===== config.mk =====
export PLATFORM = sky130hd
export DESIGN_NAME = lsu_mem_port
export DESIGN_NICKNAME = d
export VERILOG_FILES = /design/src/rtl/lsu_mem_port.sv
export SDC_FILE = /design/constraint.sdc
export NUM_CORES = 1
export LEC_CHECK = 0
export BUFFER_PORTS_ARGS = -buffer_cell sky130_fd_sc_hd__buf_2
export CORE_MARGIN = 5
export CORE_UTILIZATION = 54
export DETAILED_ROUTE_END_ITERATION = 7
export MAX_ROUTING_LAYER = met4
export PLACE_DENSITY = 0.86
export RECOVER_POWER = 100
export SLEW_MARGIN = 20
export SYNTH_ARGS = -nofsm -noshare
export SYNTH_HDL_FRONTEND = slang
export SYNTH_SLANG_ARGS = --single-unit

===== constraint.sdc =====
create_clock -name clk -period 4.1 [get_ports clk]
set_input_delay 0.615 -clock clk [delete_from_list [all_inputs] [get_ports clk]]
set_output_delay 0.615 -clock clk [all_outputs]
set_load 0.05 [all_outputs]

===== src/rtl/lsu_mem_port.sv =====
`default_nettype none
// ============================================================================
// Module      : lsu_mem_port
// Description : Load/store port between the memory stage and data memory.
//               Issues one valid/ready transaction per aligned access, lanes
//               and byte-masks store data, extracts and extends load data,
//               and stalls the pipeline until the access completes.
// Revision    : 1.0 - initial release
// ============================================================================
module lsu_mem_port #(
    parameter int w   = 32,
    parameter int TMO = 255
) (
    input  logic           clk,
    input  logic           rst_n,
    input  logic           memread,
    input  logic           memwrite,
    input  logic [w-1:0]   addr,
    input  logic [w-1:0]   wdata,
    input  logic [1:0]     size,
    input  logic           load_unsigned,
    output logic [w-1:0]   rd,
    output logic           stall,
    output logic           misalign,
    output logic           bus_err,
    output logic           mem_req_valid,
    input  logic           mem_req_ready,
    output logic           mem_we,
    output logic [w-1:0]   mem_addr,
    output logic [w-1:0]   mem_wdata,
    output logic [w/8-1:0] mem_be,
    input  logic           mem_resp_valid,
    input  logic [w-1:0]   mem_rdata
);

    // Unsupported parameter values stop elaboration.
    generate
        if (w != 32) begin : g_bad_width
            $error("lsu_mem_port: only w=32 is supported");
        end
        if ((TMO < 1) || (TMO > 255)) begin : g_bad_tmo
            $error("lsu_mem_port: TMO must be in 1..255");
        end
    endgenerate

    localparam logic [7:0] TMO_LIM = 8'(TMO);

    typedef enum logic [1:0] {
        IDLE = 2'd0,
        REQ  = 2'd1,
        RESP = 2'd2,
        DONE = 2'd3
    } state_t;

    state_t         state, state_nxt;
    logic           access;
    logic           bad_align;
    logic           start;
    logic [w-1:0]   lane_wdata;
    logic [w/8-1:0] lane_be;
    logic [1:0]     lo_q;
    logic [1:0]     size_q;
    logic           uns_q;
    logic [7:0]     cnt;
    logic [7:0]     cnt_inc;
    logic           timeout;
    logic [w-1:0]   shifted;
    logic [w-1:0]   load_ext;

    // Alignment check on the incoming request; size 11 behaves like a word.
    always_comb begin
        access = memread | memwrite;
        case (size)
            2'b00:   bad_align = 1'b0;
            2'b01:   bad_align = addr[0];
            default: bad_align = (addr[1:0] != 2'b00);
        endcase
        misalign = access & bad_align;
        start    = access & ~bad_align;
    end

    // Store lane replication and byte enables; loads read the whole word.
    always_comb begin
        lane_wdata = '0;
        lane_be    = 4'b1111;
        if (memwrite) begin
            case (size)
                2'b00: begin
                    lane_wdata = {4{wdata[7:0]}};
                    lane_be    = 4'b0001 << addr[1:0];
                end
                2'b01: begin
                    lane_wdata = {2{wdata[15:0]}};
                    lane_be    = 4'b0011 << addr[1:0];
                end
                default: begin
                    lane_wdata = wdata;
                    lane_be    = 4'b1111;
                end
            endcase
        end
    end

    // Response timeout: fires on the TMO-th cycle spent waiting in RESP.
    always_comb begin
        cnt_inc = cnt + 8'd1;
        timeout = (cnt_inc == TMO_LIM);
    end

    // Load data extraction from the byte lane selected by the latched offset.
    always_comb begin
        shifted = mem_rdata >> {lo_q, 3'b000};
        case (size_q)
            2'b00:   load_ext = uns_q ? {{(w-8){1'b0}}, shifted[7:0]}
                                      : {{(w-8){shifted[7]}}, shifted[7:0]};
            2'b01:   load_ext = uns_q ? {{(w-16){1'b0}}, shifted[15:0]}
                                      : {{(w-16){shifted[15]}}, shifted[15:0]};
            default: load_ext = shifted;
        endcase
    end

    // State register.
    always_ff @(posedge clk or negedge rst_n) begin
        if (!rst_n) state <= IDLE;
        else        state <= state_nxt;
    end

    // Next-state, stall, request valid and timeout pulse.
    always_comb begin
        state_nxt     = state;
        stall         = 1'b0;
        mem_req_valid = 1'b0;
        bus_err       = 1'b0;
        case (state)
            IDLE: begin
                if (start) begin
                    stall     = 1'b1;
                    state_nxt = REQ;
                end
            end
            REQ: begin
                stall         = 1'b1;
                mem_req_valid = 1'b1;
                if (mem_req_ready) state_nxt = mem_we ? DONE : RESP;
            end
            RESP: begin
                stall = 1'b1;
                if (mem_resp_valid) begin
                    state_nxt = DONE;
                end else if (timeout) begin
                    bus_err   = 1'b1;
                    state_nxt = DONE;
                end
            end
            default: state_nxt = IDLE;
        endcase
    end

    // Capture the request when an aligned access is accepted in IDLE.
    always_ff @(posedge clk or negedge rst_n) begin
        if (!rst_n) begin
            mem_we    <= 1'b0;
            mem_addr  <= '0;
            mem_wdata <= '0;
            mem_be    <= '0;
            lo_q      <= 2'b00;
            size_q    <= 2'b00;
            uns_q     <= 1'b0;
        end else if ((state == IDLE) && start) begin
            mem_we    <= memwrite;
            mem_addr  <= {addr[w-1:2], 2'b00};
            mem_wdata <= lane_wdata;
            mem_be    <= lane_be;
            lo_q      <= addr[1:0];
            size_q    <= size;
            uns_q     <= load_unsigned;
        end
    end

    // Cycle counter for the response wait; cleared outside RESP.
    always_ff @(posedge clk or negedge rst_n) begin
        if (!rst_n)              cnt <= 8'd0;
        else if (state == RESP)  cnt <= cnt_inc;
        else                     cnt <= 8'd0;
    end

    // Writeback load register: updated only by a response or a timeout.
    always_ff @(posedge clk or negedge rst_n) begin
        if (!rst_n) begin
            rd <= '0;
        end else if (state == RESP) begin
            if (mem_resp_valid) rd <= load_ext;
            else if (timeout)   rd <= '0;
        end
    end

endmodule
`default_nettype wire

* After elaboration in Yosys (flattened, before gate mapping)
Cells that the tools add are included.
Word-level totals: flip-flop bits (word level) 114, input bits 105, output and inout port bits 105, word-level logic and storage cells 58
Operators by class: $add $sub $neg 1, equality and inequality tests 8, shifts and indexed selects 3, multiplexer cells 23, bitwise operators 4, reduce and logical (&&, ||, !) cells 9
Operators by type and width (number):
- $mux 32 | 5
- $pmux 32 s2 | 2
- $shr 32x5->32 | 1
- $add 8x1->8 const B | 1
- $eq 8x8->1 const B | 1
- $mux 2 | 4
- $mux 8 | 1
- $pmux 4 s2 | 1
- $eq 2x1->1 const B | 3
- $logic_not 2->1 | 3
- $mux 1 | 6
- $pmux 2 s3 | 1
- $mux 4 | 1
- $ne 2x2->1 const B | 2
- $pmux 1 s2 | 2
- $reduce_bool 2->1 | 2
- $shl 1x2->4 const A | 1
- $shl 2x2->4 const A | 1
- $ne 3x3->1 const B | 1
- $reduce_and 3->1 | 1
- $and 1x1->1 | 2
- $eq 2x2->1 const B | 1
- $reduce_and 2->1 | 1
- $reduce_or 2->1 | 1
- 3 further kinds | 3

* Depth between registers and ports, before layout
depth in word-level cells 6, depth in mapped cells 8, mapped depth without buffers 7

* Worst setup path after synthesis
No wires, ideal clock.
path type reg-to-output, start register cnt[1], end output port bus_err, arrival 2377 ps, data required time 3485 ps, path slack 1108 ps, stages on the path, launching flop included 9, path buffers 2, cell sequence dfrtp_1 > ha_1 > buf_4 > nand3_2 > or3b_1 > a32o_2 > nor3_4 > buf_6 > and2_1
Between the ends: longest elaborated chain between the ends 5
RTL lines:
- from (decl) | RTL line 64 | logic [7:0] cnt;
- from (signal assigned) | RTL line 183 | else if (state == RESP) cnt <= cnt_inc;
- $add 8x1->8 | RTL line 106 | cnt_inc = cnt + 8'd1;
- $eq 8x8->1 | RTL line 107 | timeout = (cnt_inc == TMO_LIM);
- $mux 1 | RTL line 150 | end else if (timeout) begin
- $mux 1 | RTL line 148 | if (mem_resp_valid) begin
- $mux 1 | RTL line 134 | case (state)
- to (decl) | RTL line 25 | output logic bus_err,
Every way passes these cells.

* Final worst setup path
start register cnt[0], end output port bus_err
Same word-level chain as after synthesis.

==> summary.txt <==
Route
  – TritonRoute pass-1 iters: 5
  – Wirelength, routed: 17100 um
  – Drt initial violations: 505
  – Via count: 5442
  – WL/cell: 18.1 um
  – Vias/cell: 5.75
  – DRT antenna net count: 0
  – DR DRC count: 0

Setup path
  – Critical Path Start: cnt[0]$_DFF_PN0_
  – Family with the most delay on the worst path: simple AND/OR/NAND/NOR gates
  – Slowest cell on crit path: dfrtp_1
  – Reg2Reg Setup Slack: 0.74 ns
  – Crit path depth: 8
  – Kind of start point of the critical path: register
  – Crit path buffers/inverters: 2
  – Nature of the critical path endpoint: output pin
  – Worst reg2reg startpoint: cnt[0]$_DFF_PN0_
  – Largest stage delay on the critical path: 0.51 ns
  – WS Path Type: register to output pin
  – Worst R2R Path Depth: 6
  – CP cell instances: ha_1, nand3_1, or3b_1, a32o_1, nor3_4, buf_4, and2_1, clkbuf_2
  – CP required: 3.48 ns
  – Crit-path max FO: 17
  – Worst EP arrival: 3.15 ns
  – Worst setup endpoint: bus_err
  – R2R Path End: rd[30]$_DFFE_PN0P_

Clocking
  – Post-cts resize count: 0
  – # clock sinks: 114
  – Root Driver: clkbuf_8
  – Clock slew at reported path FFs: 0.06 ns
  – Later-pin clock latency in the skew report: 0.52 ns
  – Buffer depth of the longest clock path: 2
  – Cts-stage hold buffer count: 0
  – H-tree depth reported by CTS: 4
  – Cts bufs inserted: 17
  – Post-CTS Setup Repair Bufs: 0
  – CTS tree: yes

Global route
  – Global route overflow: 0
  – Global Route Usage Sum: 27.0%
  – Pin count of the biggest net entering global routing: 71
  – First-pass GRT wire length: 27700 um
  – Number of global-route vias before repair: 5659
  – Antenna violations before repair: 0

Synthesis
  – Seq/Total Area, Yosys: 47.7%
  – Distinct cells, synth: 55
  – Most frequent cell after synthesis: dfrtp_1
  – Post-synth top cells: dfrtp_1 (114), nand2_1 (93), o21ai_0 (63), mux2_2 (50), inv_1 (35)
  – Area contributors post-synth: dfrtp_1 (48%), mux2_2 (9.4%), nand2_1 (5.8%)
  – Cell taking the most area after synthesis: dfrtp_1
  – #FFs+latches synth: 114
  – Async S/R FF share, synth: 100%
  – Top cell type's share of synthesized area: 47.7%
  – Commonest register cell after synthesis: dfrtp_1
  – Synth Area per Inst: 9.93 um2
  – EDFF count, synth: 0
  – Yosys warns: 0
  – Post-Syn Instances: 602
  – Mapped cell area: 5980 um2

Die
  – Row cnt: 38
  – I/O pin cnt: 210
  – Core box area: 10800 um2
  – Full die area: 13300 um2
  – Initial Util: 55.1%
  – Chip height: 115 um
  – DIE WIDTH: 115 um

STA
  – Slew @ Worst Pin: 1.79 ns
  – F_max: 266 MHz
  – Crit path time final: 3.76 ns
  – Endpoints failing setup: 0
  – Fin. max-slew vios: 71
  – RSZ-0062 raised after global routing: no
  – Setup TNS: 0 ns
  – Slew margin rel.: -19.3%
  – Worst Clk Skew: 0.0141 ns
  – Final Cycle Share: 91.8%
  – Hold Vio Cnt, Final: 0
  – Final worst slack: 0.336 ns

Cells and area
  – Seq. cell area: 2850 um2
  – Final nets: 905
  – Syn-to-layout area delta: 23.9%
  – Filler instances: 922
  – Layout cells sized above 1: 25.4%
  – Area of the multi-input gates: 2770 um2
  – Ant. Diodes: 0

Placed design
  – Dpl hpwl: 12500 um
  – Placer Congestion: 0.911
  – Number of buffers added on ports: 207
  – Worst slack, placed: 0.949 ns

Pwr
  – P per Cell Area: 927 nW/um2
  – Total power: 6.87 mW
  – Lkg Pwr: 3.42 nW
  – Max VDD drop: 0.616 mV

Flow run
  – Max_cap viols: 1

Status
  – Status: complete, but fails checks
  – Failing checks: max-capacitance violations, max-slew violations

Hold path
  – Worst Hold Class: primary input to register
[flip-flops by register name, indices dropped and copies added (netlist names)]
| register | count |
|---|---|
| mem_we | 1 |
| uns_q | 1 |
| mem_addr | 30 |
| rd | 32 |
| state | 2 |
| mem_wdata | 32 |
| size_q | 2 |
| lo_q | 2 |
| mem_be | 4 |
| cnt | 8 |
[layout by cell type, fill, tap and decap left out, types with 3 or more instances in the layout]
cell        count
a211o_1         8
a211oi_1        8
a21oi_1        15
a221oi_1        9
a22oi_1         6
buf_2         102
buf_4           3
clkbuf_1      107
clkbuf_16      16
clkbuf_2        3
clkinv_2        6
clkinvlp_4      4
dfrtp_1       114
ha_1            6
inv_1          36
mux2_2         50
mux2i_1        26
nand2_1        93
nand3_1         7
nand3b_1        4
nor2_1         26
nor2b_1        10
nor3_1          3
o211ai_1       10
o21ai_0        66
o21ai_2         7
o221ai_1       10
o22ai_1         8
or2_2           3
xor2_1          3
[layer usage]
metal / global-route usage [%] / vias up / part of all wire [%]
met2: 44.6 / 292 / 50
met4: 9.86 / 0 / 2.8
li1: - / 2516 / -
met3: 5.58 / 45 / 8.2
met1: 33.0 / 2589 / 39
met5: - / - / 0
[stage by stage]
stage	util (%)	cells	hold slack [ns]	cell area, um2
after CTS	69.9	946	0.269	7580
after global routing	68.3	946	0.324	7410
after detailed placement	65.0	915	0.466	7050
final	68.3	946	0.323	7410
after floorplan	-	603	0.319	5980
after global placement	65.0	915	0.458	7050
[cell families (layout without fill, tap and decap cells)]
group | after synthesis | after routing | share of synthesized area, %
mux | 78 | 78 | 14.5
buf+inv | 79 | 282 | 5.78
fa+ha+maj | 6 | 6 | 1.26
simple gates | 164 | 164 | 12.8
flops | 114 | 114 | 47.7
compound gates | 155 | 155 | 17.1
xor+xnor | 5 | 5 | 0.733
other cells | 1 | 2 | 0.0627
[where the power goes]
part           internal [mW]  total, mW  switching [mW]  leakage, nW
Combinational          0.877       3.56            2.68         1.79
Clock                  0.806       1.32           0.512        0.252
Sequential              1.62       1.99           0.370         1.37
[cell type report]
cell class / instances / area share, %
well taps: 140 / 2.36
clock inverters: 11 / 1.22
flip-flops and latches: 114 / 38.5
multi-input cells: 410 / 37.4
inverters: 38 / 1.93
repair buffers: 213 / 12.7
clock buffers: 20 / 5.88
[how the worst min path moves through the flow]
stage	startpoint	endpoint	slack, ns	cells after the start
after floorplan	rst_n	cnt[0]$_DFF_PN0_	0.32	0
after detailed placement	mem_wdata[30]$_DFFE_PN0P_	mem_wdata[30]$_DFFE_PN0P_	0.47	2
after global placement	mem_wdata[18]$_DFFE_PN0P_	mem_wdata[18]$_DFFE_PN0P_	0.46	2
after CTS	rst_n	rd[19]$_DFFE_PN0P_	0.27	1
after global routing	addr[28]	mem_addr[28]$_DFFE_PN0P_	0.32	2
final	addr[28]	mem_addr[28]$_DFFE_PN0P_	0.32	2
(Power assumes the default switching activity.)
